--- config.mk ---
export PLATFORM = sky130hd
export DESIGN_NAME = hazard_forward_ctrl
export DESIGN_NICKNAME = d
export VERILOG_FILES = /design/src/rtl/hazard_forward_ctrl.sv
export SDC_FILE = /design/constraint.sdc
export NUM_CORES = 1
export LEC_CHECK = 0
export ABC_AREA = 0
export BUFFER_PORTS_ARGS = -buffer_cell sky130_fd_sc_hd__clkbuf_2
export CORE_MARGIN = 4
export CORE_UTILIZATION = 43
export CTS_CLUSTER_SIZE = 10
export DETAILED_ROUTE_END_ITERATION = 12
export PLACE_DENSITY = 0.7
export REMOVE_ABC_BUFFERS = 1
export SYNTH_ARGS = -nofsm -noshare
export SYNTH_HDL_FRONTEND = slang
export SYNTH_SLANG_ARGS = --single-unit
export TNS_END_PERCENT = 10
--- constraint.sdc ---
create_clock -name clk -period 2.8 [get_ports clk]
set_input_delay 0.28 -clock clk [delete_from_list [all_inputs] [get_ports clk]]
set_output_delay 0.28 -clock clk [all_outputs]
set_load 0.05 [all_outputs]
--- src/rtl/hazard_forward_ctrl.sv ---
// -----------------------------------------------------------------------------
// hazard_forward_ctrl
//
// Forwarding and hazard controller for a classic 5-stage MIPS pipeline.
//   * Picks the EX-stage operand source for rs (A) and rt (B):
//     EX/MEM result first, then MEM/WB result, else the register file.
//   * Detects load-use hazards between the load in EX and the instruction in
//     ID and inserts a single bubble for each one.
//   * Freezes the whole pipe while a load in MEM waits for the data memory.
//   * Keeps saturating bubble/freeze counters and a sticky timeout flag raised
//     once a single load has waited MAX_WAIT cycles.
//
// Ports
//   clk, reset                 rising-edge clock, asynchronous active-high reset
//   ifid_rs/rt, ifid_uses_rt   source registers of the instruction in ID
//   idex_rs/rt/rd, idex_mem_read     instruction in EX
//   exmem_rd/reg_write/mem_read, mem_ready   instruction in MEM, memory handshake
//   memwb_rd/reg_write         instruction in WB
//   forward_a/forward_b        00 regfile, 10 EX/MEM, 01 MEM/WB
//   pc_write, ifid_write, idex_bubble, pipe_freeze   pipeline control (Mealy)
//   stall_cnt, freeze_cnt      saturating event counters
//   mem_timeout                sticky long-wait flag
//   fsm_state                  00 IDLE, 01 LOAD_USE, 10 MEM_WAIT
// -----------------------------------------------------------------------------
module hazard_forward_ctrl #(
    parameter int REG_ADDR_W = 5,
    parameter int CNT_W      = 16,
    parameter int MAX_WAIT   = 15
) (
    input  logic                  clk,
    input  logic                  reset,
    input  logic [REG_ADDR_W-1:0] ifid_rs,
    input  logic [REG_ADDR_W-1:0] ifid_rt,
    input  logic                  ifid_uses_rt,
    input  logic [REG_ADDR_W-1:0] idex_rs,
    input  logic [REG_ADDR_W-1:0] idex_rt,
    input  logic [REG_ADDR_W-1:0] idex_rd,
    input  logic                  idex_mem_read,
    input  logic [REG_ADDR_W-1:0] exmem_rd,
    input  logic                  exmem_reg_write,
    input  logic                  exmem_mem_read,
    input  logic                  mem_ready,
    input  logic [REG_ADDR_W-1:0] memwb_rd,
    input  logic                  memwb_reg_write,
    output logic [1:0]            forward_a,
    output logic [1:0]            forward_b,
    output logic                  pc_write,
    output logic                  ifid_write,
    output logic                  idex_bubble,
    output logic                  pipe_freeze,
    output logic [CNT_W-1:0]      stall_cnt,
    output logic [CNT_W-1:0]      freeze_cnt,
    output logic                  mem_timeout,
    output logic [1:0]            fsm_state
);

    localparam logic [1:0] ST_IDLE     = 2'b00;
    localparam logic [1:0] ST_LOAD_USE = 2'b01;
    localparam logic [1:0] ST_MEM_WAIT = 2'b10;

    localparam logic [7:0]       WAIT_LIMIT = 8'(MAX_WAIT);
    localparam logic [7:0]       WAIT_SAT   = 8'hFF;
    localparam logic [CNT_W-1:0] CNT_SAT    = '1;
    localparam logic [CNT_W-1:0] CNT_ONE    = {{(CNT_W-1){1'b0}}, 1'b1};
    localparam logic [REG_ADDR_W-1:0] REG_ZERO = '0;

    logic [1:0]       state_q, state_d;
    logic [7:0]       wait_cnt_q, wait_cnt_d;
    logic [CNT_W-1:0] stall_cnt_q, stall_cnt_d;
    logic [CNT_W-1:0] freeze_cnt_q, freeze_cnt_d;
    logic             mem_timeout_q, mem_timeout_d;

    logic wait_cond;
    logic lu_cond;

    // Operand 0 is rs (A), operand 1 is rt (B); both use identical priority.
    logic [REG_ADDR_W-1:0] op_src [2];
    logic [1:0]            op_fwd [2];

    assign op_src[0] = idex_rs;
    assign op_src[1] = idex_rt;

    generate
        for (genvar gi = 0; gi < 2; gi++) begin : g_fwd
            always_comb begin
                op_fwd[gi] = 2'b00;
                // The younger result (EX/MEM) must win over MEM/WB.
                if (exmem_reg_write && exmem_rd != REG_ZERO && exmem_rd == op_src[gi]) begin
                    op_fwd[gi] = 2'b10;
                end else if (memwb_reg_write && memwb_rd != REG_ZERO && memwb_rd == op_src[gi]) begin
                    op_fwd[gi] = 2'b01;
                end
            end
        end
    endgenerate

    assign wait_cond = exmem_mem_read && !mem_ready;
    assign lu_cond   = idex_mem_read && (idex_rd != REG_ZERO) &&
                       ((idex_rd == ifid_rs) || (ifid_uses_rt && (idex_rd == ifid_rt)));

    // Mealy control; everything is forced inactive while reset is held.
    always_comb begin
        forward_a   = 2'b00;
        forward_b   = 2'b00;
        pc_write    = 1'b0;
        ifid_write  = 1'b0;
        idex_bubble = 1'b0;
        pipe_freeze = 1'b0;
        if (!reset) begin
            forward_a = op_fwd[0];
            forward_b = op_fwd[1];
            if (wait_cond) begin
                // A waiting load freezes everything; the bubble is deferred.
                pipe_freeze = 1'b1;
            end else if (lu_cond) begin
                idex_bubble = 1'b1;
            end else begin
                pc_write   = 1'b1;
                ifid_write = 1'b1;
            end
        end
    end

    always_comb begin
        state_d    = ST_IDLE;
        wait_cnt_d = 8'd0;
        case (state_q)
            ST_MEM_WAIT: begin
                if (wait_cond) begin
                    state_d    = ST_MEM_WAIT;
                    wait_cnt_d = (wait_cnt_q == WAIT_SAT) ? wait_cnt_q : wait_cnt_q + 8'd1;
                end
            end
            default: begin
                if (wait_cond) begin
                    state_d    = ST_MEM_WAIT;
                    wait_cnt_d = 8'd1;
                end else if (lu_cond) begin
                    state_d = ST_LOAD_USE;
                end
            end
        endcase

        // Sets on the edge where the wait count reaches the limit, then sticks.
        mem_timeout_d = mem_timeout_q || (wait_cond && (wait_cnt_d >= WAIT_LIMIT));

        stall_cnt_d  = (idex_bubble && stall_cnt_q != CNT_SAT) ?
                       stall_cnt_q + CNT_ONE : stall_cnt_q;
        freeze_cnt_d = (pipe_freeze && freeze_cnt_q != CNT_SAT) ?
                       freeze_cnt_q + CNT_ONE : freeze_cnt_q;
    end

    always_ff @(posedge clk or posedge reset) begin
        if (reset) begin
            state_q       <= ST_IDLE;
            wait_cnt_q    <= 8'd0;
            stall_cnt_q   <= '0;
            freeze_cnt_q  <= '0;
            mem_timeout_q <= 1'b0;
        end else begin
            state_q       <= state_d;
            wait_cnt_q    <= wait_cnt_d;
            stall_cnt_q   <= stall_cnt_d;
            freeze_cnt_q  <= freeze_cnt_d;
            mem_timeout_q <= mem_timeout_d;
        end
    end

    assign stall_cnt   = stall_cnt_q;
    assign freeze_cnt  = freeze_cnt_q;
    assign mem_timeout = mem_timeout_q;
    assign fsm_state   = state_q;

endmodule

=== After elaboration in Yosys (flattened, before gate mapping) ===
Cells that the tools add are included.

* Register bits: 43
* Input port bits: 43
* Output and inout bits: 43
* Logic and storage cells: 60

* Add/sub/neg operators: 3
* Magnitude comparators: 1
* Equal/unequal tests: 10
* Muxes and demuxes: 22
* Reductions and logical operators: 19

{| class="wikitable"
|+ Operator list
! cell !! number
|-
| 16-bit by 1-bit adder with 16-bit output, second input constant || 2
|-
| 16-bit inequality test, second input constant || 2
|-
| 5-bit == test || 6
|-
| 8-bit 2-to-1 mux || 3
|-
| 5-bit nonzero test || 3
|-
| 2-bit 2-to-1 mux || 7
|-
| 1-bit logical AND || 13
|-
| 1-bit 2-to-1 mux || 12
|-
| 8-bit by 1-bit adder with 8-bit output, second input constant || 1
|-
| 8-bit == test, second input constant || 1
|-
| 8-bit by 4-bit greater-or-equal comparator with 1-bit output, second input constant || 1
|-
| 2-bit == test, second input constant || 1
|-
| 1-bit logical OR || 2
|-
| 1-bit zero test || 1
|}

=== Depth between registers and ports, before layout ===
Gate-level depths: netlist of run 1.

* Word-level depth: 8
* Depth in mapped cells: 7
* Mapped depth without buffers: 7

=== Worst setup path after synthesis of run 1 ===
Ideal clock, no wire load.

* Kind: input to output
* Start point: input port reset
* End point: output port forward_a[0]
* Arrival time: 2,861 ps
* Data required time: 2,520 ps
* Path slack: -341 ps
* Stages: 4
* Path buffers: 0
* Cells stage by stage: inv_1 o211ai_1 or4_1 nor4_2

* Word-level cells in the longest chain between the ends: 1

{| class="wikitable"
|+ Ends and longest elaborated chain
! item !! line !! RTL
|-
| from (decl) || 31 || <nowiki>input logic reset,</nowiki>
|-
| 2-bit 2-to-1 mux || 109 || <nowiki>if (!reset) begin</nowiki>
|-
| to (decl) || 45 || <nowiki>output logic [1:0] forward_a,</nowiki>
|}

No other way between the ends.

=== Worst setup path in the final report of run 1 ===
* Start point: input port exmem_rd[1]
* End point: output port forward_a[0]

* Word-level cells in the longest chain between the ends: 5
* Elaborated cells between the ends (all ways): 6
* Those cells by class: eq/ne (1); mux (2); reduce/logical (3)

{| class="wikitable"
|+ Ends and longest elaborated chain
! item !! line !! RTL
|-
| from (decl) || 39 || <nowiki>input logic [REG_ADDR_W-1:0] exmem_rd,</nowiki>
|-
| 5-bit nonzero test || 88 || <nowiki>if (exmem_reg_write && exmem_rd != REG_ZERO && exmem_rd == op_src[gi]) begin</nowiki>
|-
| 1-bit logical AND || 88 ||
|-
| 1-bit logical AND (*) || 88 ||
|-
| 2-bit 2-to-1 mux (*) || 88 ||
|-
| 2-bit 2-to-1 mux (*) || 109 ||
|}

Mark *: on every way between the ends. The rest lies on a longest branch, timed or not.

==> summary.log, run 1 <==
INFO  route          post_route_drc_violation_count=0
INFO  logic_synthesis synth_async_sr_flop_share=100%
INFO  logic_synthesis ys_warn_count=0
INFO  final_layout   insertedDiodeCount=0
INFO  cts            clock_path_buffers=2
INFO  cts            post_cts_resize_count=0
INFO  timing         number_of_max_slew_violations_in_the_final_report=0
INFO  timing         report.final.setup_viol=0
INFO  timing         max_slew_margin=66.4%
INFO  logic_synthesis synth_edf_count=0
INFO  cts            cts-root-buf=sky130_fd_sc_hd__clkbuf_8
INFO  final_layout   share_of_post_route_cells_with_drive_strength_above_1=32.5%
INFO  logic_synthesis synth_top_cell_by_area=sky130_fd_sc_hd__dfrtp_1
INFO  placement      globalplace.congestion=0.836
INFO  logic_synthesis yosysUniqueCellTypes=48
INFO  flow_run       drv.max_cap_violation_count=0
INFO  placement      dp_worst_setup_slack=0.663ns
INFO  global_routing antenna_found_initial=0
INFO  worst_setup_path critPathRequiredTime=2.52ns
INFO  route          met3RoutedLength=357um
INFO  worst_setup_path cp_data_arrival_time=1.86ns
INFO  route          first_pass_iters=4
INFO  route          wl_per_cell=14.6um
INFO  timing         grt_setup_unrepaired=no
INFO  floorplanning  chipHeight=85.5um
INFO  timing         setup_slack=0.656ns
INFO  timing         finalHoldViolCount=0
INFO  route          routedLengthMet1=2800um
INFO  worst_setup_path timing.critical_path.from=exmem_rd[1]
INFO  logic_synthesis synth_compound_area_share=5.24%
INFO  cts            clock_insertion_delay_worst_skew=0.29ns
INFO  floorplanning  die-area=7300squm
INFO  logic_synthesis yosys-mux-area-fraction=1.02%
INFO  logic_synthesis combinational_family_with_the_most_area_after_synthesis=simple AND/OR/NAND/NOR gates
INFO  timing         min_hold_slack=0.105ns
INFO  placement      detailed_place.area=3090squm
INFO  worst_setup_path critical_path.slowest_cell=sky130_fd_sc_hd__or4_1
INFO  placement      dp.final_hpwl=4930um
INFO  route          drt-initial-drc-count=82
INFO  route          ant_nets=0
INFO  worst_setup_path timing.critical_path.to_type=output pin
INFO  power_and_ir_drop power.density_cell_area=542nW/um^2
INFO  global_routing first_global_vias=2310
INFO  power_and_ir_drop p_seq_share=41.5%
INFO  final_layout   flow.area_growth_from_synthesis=24.9%
INFO  route          maxUsedRoutingLayer=met4
INFO  floorplanning  coreArea=5680squm
INFO  global_routing grt_start_max_net_pins=25
INFO  route          met2RoutedLength=2920um
INFO  logic_synthesis yosys_register_bits=43
INFO  timing         timing.final.crit_period=2.14ns
INFO  cts            cts_tree=done
INFO  logic_synthesis synthXorXnorAreaFrac=21.0%
INFO  timing         fin_skew=0.00661ns
INFO  logic_synthesis cell_types_occupying_the_most_area_after_synthesis=sky130_fd_sc_hd__dfrtp_1, sky130_fd_sc_hd__xnor2_1, sky130_fd_sc_hd__xor2_1
INFO  logic_synthesis synth_fa_ha_area_share=1.45%
INFO  logic_synthesis most_common_cell_in_the_netlist=sky130_fd_sc_hd__dfrtp_1
INFO  cts            tritoncts_num_sinks=43
INFO  logic_synthesis synthDominantCellAreaShare=41.7%
INFO  logic_synthesis synth_commonest_cells=sky130_fd_sc_hd__dfrtp_1, sky130_fd_sc_hd__xnor2_1, sky130_fd_sc_hd__nand2_1, sky130_fd_sc_hd__xor2_1, sky130_fd_sc_hd__nand4_1
INFO  placement      buffer_ports.inserted=85
INFO  logic_synthesis most_used_flip_flop_cell_after_synthesis=sky130_fd_sc_hd__dfrtp_1
INFO  floorplanning  placementRows=27
INFO  floorplanning  die-width=85.5um
INFO  power_and_ir_drop total_power=0.00175W
INFO  worst_setup_path crit_path_max_incr_delay=0.56ns
INFO  power_and_ir_drop p_leak=1.51nW
INFO  worst_setup_path worst_r2r_startpoint=wait_cnt_q[0]$_DFF_PP0_
INFO  logic_synthesis yosysSeqAreaShare=41.7%
INFO  power_and_ir_drop sw_power=0.000588W
INFO  power_and_ir_drop power.combinational.fraction=25.7%
INFO  final_layout   cell_area_after_layout=3220squm
INFO  cts            post_cts.repair.setup_buffers=0
INFO  min_path       hold_path.class=in2async
INFO  cts            ctsHtreeMaxLevel=2
INFO  run_status     status=completed
INFO  power_and_ir_drop cellInternalPower=0.00116W
INFO  worst_setup_path cp_cell_sequence=clkbuf_2, or4_1, o21ai_2, nor3_1, nor4_2, clkbuf_2
INFO  timing         max_freq=0.466GHz
INFO  timing         transition_time_at_the_pin_with_the_least_slew_margin=0.503ns
INFO  worst_setup_path startpoint_type=primary input
INFO  cts            numCtsBuffers=5
INFO  final_layout   design.final.nets=393
INFO  worst_setup_path critical_path.most_common_cell=sky130_fd_sc_hd__clkbuf_2
INFO  cts            clkTransAtPathRegs=0.09ns
INFO  route          dr_total_vias=2240
INFO  power_and_ir_drop ir_drop=0.000580V
INFO  logic_synthesis synth_simple_gate_area_share=27.9%
INFO  power_and_ir_drop power_switching_share=33.7%
INFO  route          postRouteWirelength=6140um
INFO  global_routing wire_length_of_the_first_global_routing_pass=10500um
INFO  cts            hold_buffers=0
INFO  logic_synthesis synthesis.area_per_instance=10.1squm
INFO  power_and_ir_drop p_clk_share=32.8%
INFO  route          detail_route.vias_per_cell=5.33
INFO  timing         timing.final.crit_share=76.6%
INFO  logic_synthesis postSynthCellCount=256
INFO  logic_synthesis netlist_area=2580squm
INFO  global_routing grt_util_all_layers=17.5%
INFO  worst_setup_path critical_path_peak_fanout=4
INFO  worst_setup_path path_class=in2out
INFO  floorplanning  floorplan.io_pins=86
INFO  global_routing global_route_overflow=0
INFO  floorplanning  initial_core_util=45.5%
[worst max-delay path: cells and delay by family]
kind	cells	cell delay, ns
AOI/OAI and AO/OA	1	0.20
and+or+nand+nor	3	0.95
buffers and inverters	2	0.44
[metrics by stage]
stage / setup TNS (ns) / instances / utilization (%)
3_5_place_dp: 0 / 412 / 54.5
5_1_grt: 0 / 420 / 56.8
6_report: 0 / 420 / 56.8
3_3_place_gp: 0 / 412 / 54.5
2_1_floorplan: -0.682 / 252 / -
4_1_cts: 0 / 420 / 56.8
[logic make-up (layout without fill, tap and decap cells)]
group	after synthesis	after routing
compound gates	17	17
xor+xnor	62	62
fa+ha+maj	3	3
buf+inv	8	100
flops	43	43
mux	2	2
simple gates	121	121
[power groups by stage]
stage / Clock [W] / Sequential, W / Combinational, W
finish: 0.000573 / 0.000725 / 0.000448
global route: 0.000614 / 0.000736 / 0.000482
global placement: 0 / 0.000733 / 0.000443
CTS: 0.000591 / 0.000725 / 0.000454
floorplan: 0 / 0.000877 / 0.000166
detailed placement: 0 / 0.000738 / 0.000454
[final cells by class]
type | instances | area (sq um)
multi-input combinational | 205 | 1460
inverter | 4 | 15.0
tap | 72 | 90.1
timing repair buffer | 88 | 448
clock buffer | 6 | 72.6
fill | 512 | 2450
clock inverter | 2 | 60.1
sequential | 43 | 1080
[metal layers]
metal,up-vias,GRT usage [%]
li1,1116,-
met1,1060,23.1
met2,57,29.0
met3,7,4.37
met4,0,3.74
met5,-,0
[sequential cells by signal (all words and copies together) (netlist names)]
signal	flops
freeze_cnt	16
wait_cnt_q	8
mem_timeout	1
stall_cnt	16
fsm_state	2
[cell usage in the layout (no fill, tap or decap), types with 4 or more instances in the layout]
cell type	instances
sky130_fd_sc_hd__nand2_1	23
sky130_fd_sc_hd__and3_1	5
sky130_fd_sc_hd__nor3_1	10
sky130_fd_sc_hd__nor4_1	12
sky130_fd_sc_hd__clkbuf_8	5
sky130_fd_sc_hd__nand3_1	14
sky130_fd_sc_hd__xor2_1	20
sky130_fd_sc_hd__nand4_1	19
sky130_fd_sc_hd__xnor2_1	42
sky130_fd_sc_hd__or4_1	4
sky130_fd_sc_hd__nor2_1	11
sky130_fd_sc_hd__clkbuf_2	85
sky130_fd_sc_hd__dfrtp_1	43
[path summary, 6_finish.rpt]
kind                                        endpoint  slack [ns]  cells past startpoint
min in group clk              fsm_state[1]$_DFF_PP0_        0.26                      3
max reg2reg                    mem_timeout$_DFF_PP0_        0.90                      6
min reg2reg                freeze_cnt[5]$_DFFE_PP0P_        0.51                      1
min                        stall_cnt[10]$_DFFE_PP0P_        0.11                      3
max in group asynchronous  freeze_cnt[1]$_DFFE_PP0P_        2.45                      3
max                                     forward_a[0]        0.66                      6
(Power assumes the default switching activity.)
==> inputs of run 2 (changes only) <==
clock period = 2.1 ns   (was 2.8 ns; I/O delays follow)
==> run 2 against run 1 <==
Register-to-register slack lost 0.61 ns. Worst hold slack lost 0.10 ns. Global-route usage shrank 1.0 points. Non-clock buffer count is the same. Flip-flop and latch count is the same. Critical path depth is the same. Core utilization grew 0.75 points. Highest routed layer unchanged. Critical endpoint is now forward_b[0].
==> summary.log, run 2 (synthesis gave the netlist of run 1 again) <==
INFO  floorplanning  coreArea=5680squm
INFO  worst_setup_path crit_path_max_incr_delay=0.55ns
INFO  placement      dp.final_hpwl=4690um
INFO  power_and_ir_drop ir_drop=0.000544V
INFO  power_and_ir_drop p_clk_share=32.3%
INFO  global_routing antenna_found_initial=0
INFO  placement      detailed_place.area=3130squm
INFO  cts            tritoncts_num_sinks=43
INFO  timing         report.final.setup_viol=0
INFO  worst_setup_path worst_r2r_startpoint=wait_cnt_q[0]$_DFF_PP0_
INFO  cts            ctsHtreeMaxLevel=2
INFO  worst_setup_path worst_r2r_setup_slack=0.29ns
INFO  timing         transition_time_at_the_pin_with_the_least_slew_margin=0.450ns
INFO  power_and_ir_drop cellInternalPower=0.00156W
INFO  global_routing groute.layer.met1.usage=22.1%
INFO  cts            clkTransAtPathRegs=0.08ns
INFO  worst_setup_path critical_path.slowest_cell=sky130_fd_sc_hd__or4_1
INFO  timing         timing.final.crit_period=1.94ns
INFO  worst_setup_path path_class=in2out
INFO  cts            cts-root-buf=sky130_fd_sc_hd__clkbuf_8
INFO  global_routing global_route.peak_usage_layer=met2
INFO  timing         grt_setup_unrepaired=no
INFO  floorplanning  chipHeight=85.5um
INFO  timing         finalHoldViolCount=0
INFO  worst_setup_path timing.critical_path.to_type=output pin
INFO  placement      globalplace.congestion=0.778
INFO  power_and_ir_drop power_switching_share=33.2%
INFO  route          detail_route.vias_per_cell=5.31
INFO  power_and_ir_drop sw_power=0.000772W
INFO  placement      placedCellCount=412
INFO  route          postRouteWirelength=5920um
INFO  final_layout   share_of_post_route_cells_with_drive_strength_above_1=32.5%
INFO  final_layout   post-route-util=57.5%
INFO  cts            cts_tree=done
INFO  global_routing use_met2=27.3%
INFO  min_path       hold_path.class=in2async
INFO  placement      buffer_ports.inserted=85
INFO  route          ant_nets=0
INFO  final_layout   layout.cells.most_common=sky130_fd_sc_hd__clkbuf_2
INFO  floorplanning  placementRows=27
INFO  cts            post_cts_resize_count=0
INFO  final_layout   layout.cells.most_common_list=sky130_fd_sc_hd__clkbuf_2, sky130_fd_sc_hd__dfrtp_1, sky130_fd_sc_hd__xnor2_1, sky130_fd_sc_hd__nand2_1, sky130_fd_sc_hd__xor2_1
INFO  worst_setup_path startpoint_type=primary input
INFO  power_and_ir_drop p_seq_share=41.6%
INFO  final_layout   flow.area_growth_from_synthesis=26.6%
INFO  global_routing first_global_vias=2194
INFO  run_status     status=completed
INFO  power_and_ir_drop power.density_cell_area=713nW/um^2
INFO  floorplanning  die-area=7300squm
INFO  cts            post_cts.repair.setup_buffers=0
INFO  global_routing grt_util_all_layers=16.5%
INFO  final_layout   insertedDiodeCount=0
INFO  worst_setup_path critical_path_peak_fanout=4
INFO  route          wl_per_cell=14.1um
INFO  power_and_ir_drop power.combinational.fraction=26.1%
INFO  global_routing grt_start_max_net_pins=46
INFO  final_layout   post_layout_nonfiller_instances=420
INFO  route          dr_total_vias=2229
INFO  floorplanning  initial_core_util=45.5%
INFO  timing         fin_skew=0.00799ns
INFO  floorplanning  floorplan.io_pins=86
INFO  worst_setup_path cp_data_arrival_time=1.73ns
INFO  route          first_pass_iters=4
INFO  route          post_route_drc_violation_count=0
INFO  flow_run       drv.max_cap_violation_count=0
INFO  global_routing grt_use_met3=4.76%
INFO  route          drt-initial-drc-count=75
INFO  timing         max_freq=0.517GHz
INFO  worst_setup_path worstRegToRegCells=6
INFO  cts            clock_insertion_delay_worst_skew=0.29ns
INFO  cts            hold_buffers=0
INFO  cts            numCtsBuffers=5
INFO  final_layout   design.final.nets=393
INFO  power_and_ir_drop p_leak=1.53nW
INFO  power_and_ir_drop total_power=0.00233W
INFO  global_routing global_route_overflow=0
INFO  timing         number_of_max_slew_violations_in_the_final_report=0
INFO  timing         max_slew_margin=69.9%
INFO  cts            clock_path_buffers=2
INFO  global_routing wire_length_of_the_first_global_routing_pass=9930um
INFO  worst_setup_path cp_cell_sequence=clkbuf_2, or4_1, o21ai_2, nor3_1, nor4_2, buf_12
INFO  worst_setup_path critPathRequiredTime=1.89ns
INFO  floorplanning  die-width=85.5um
INFO  timing         timing.final.crit_share=92.2%
INFO  final_layout   cell_area_after_layout=3270squm
INFO  worst_setup_path timing.critical_path.from=exmem_rd[1]
==> run 2: cell types whose count changed in the layout (fill, tap and decap cells not counted), sizes merged <==
cell    before  now
buf          3    5
clkbuf      91   89
==> run 2: cell type report <==
| type | instances | area, sq um |
|---|---|---|
| tap | 72 | 90.1 |
| multi-input combinational | 205 | 1460 |
| clock buffer | 6 | 72.6 |
| sequential | 43 | 1080 |
| inverter | 4 | 15.0 |
| clock inverter | 2 | 60.1 |
| fill | 531 | 2410 |
| timing repair buffer | 88 | 490 |
==> run 2: final timing paths <==
check,endpoint
worst max-delay path,forward_b[0]
worst min-delay path,freeze_cnt[8]$_DFFE_PP0P_
worst max register to register,mem_timeout$_DFF_PP0_
worst min register to register,freeze_cnt[5]$_DFFE_PP0P_
max in group asynchronous,stall_cnt[8]$_DFFE_PP0P_
min in group clk,fsm_state[1]$_DFF_PP0_
==> run 2: stage by stage <==
stage / hold WS, ns / TNS (ns) / worst slack [ns]
CTS: 0.0190 / 0 / 0.150
floorplan: 0.344 / -6.10 / -0.901
finish: 0.00454 / 0 / 0.165
detailed placement: 0.348 / 0 / 0.150
global placement: 0.341 / 0 / 0.189
global route: 0.0331 / 0 / 0.0278
==> run 2: layer usage <==
metal,up-vias,share of wire [%],routed length [um]
li1,1109,-,-
met1,1052,46,2730
met2,66,47,2780
met3,2,6.6,393
met4,0,0.24,14
met5,-,0,0
==> run 2: power by group through the flow <==
stage / clock network [W] / logic (W) / registers (W)
floorplan: 0 / 0.000222 / 0.00117
detailed placement: 0 / 0.000614 / 0.000983
global route: 0.000813 / 0.000657 / 0.000982
finish: 0.000752 / 0.000608 / 0.000967
global placement: 0 / 0.000607 / 0.000977
CTS: 0.000777 / 0.000616 / 0.000966
==> run 2: worst max-delay path: cells and delay by family <==
| family | cells | cell delay [ns] |
|---|---|---|
| AOI/OAI and AO/OA | 1 | 0.20 |
| buffers and inverters | 2 | 0.29 |
| and+or+nand+nor | 3 | 1.02 |
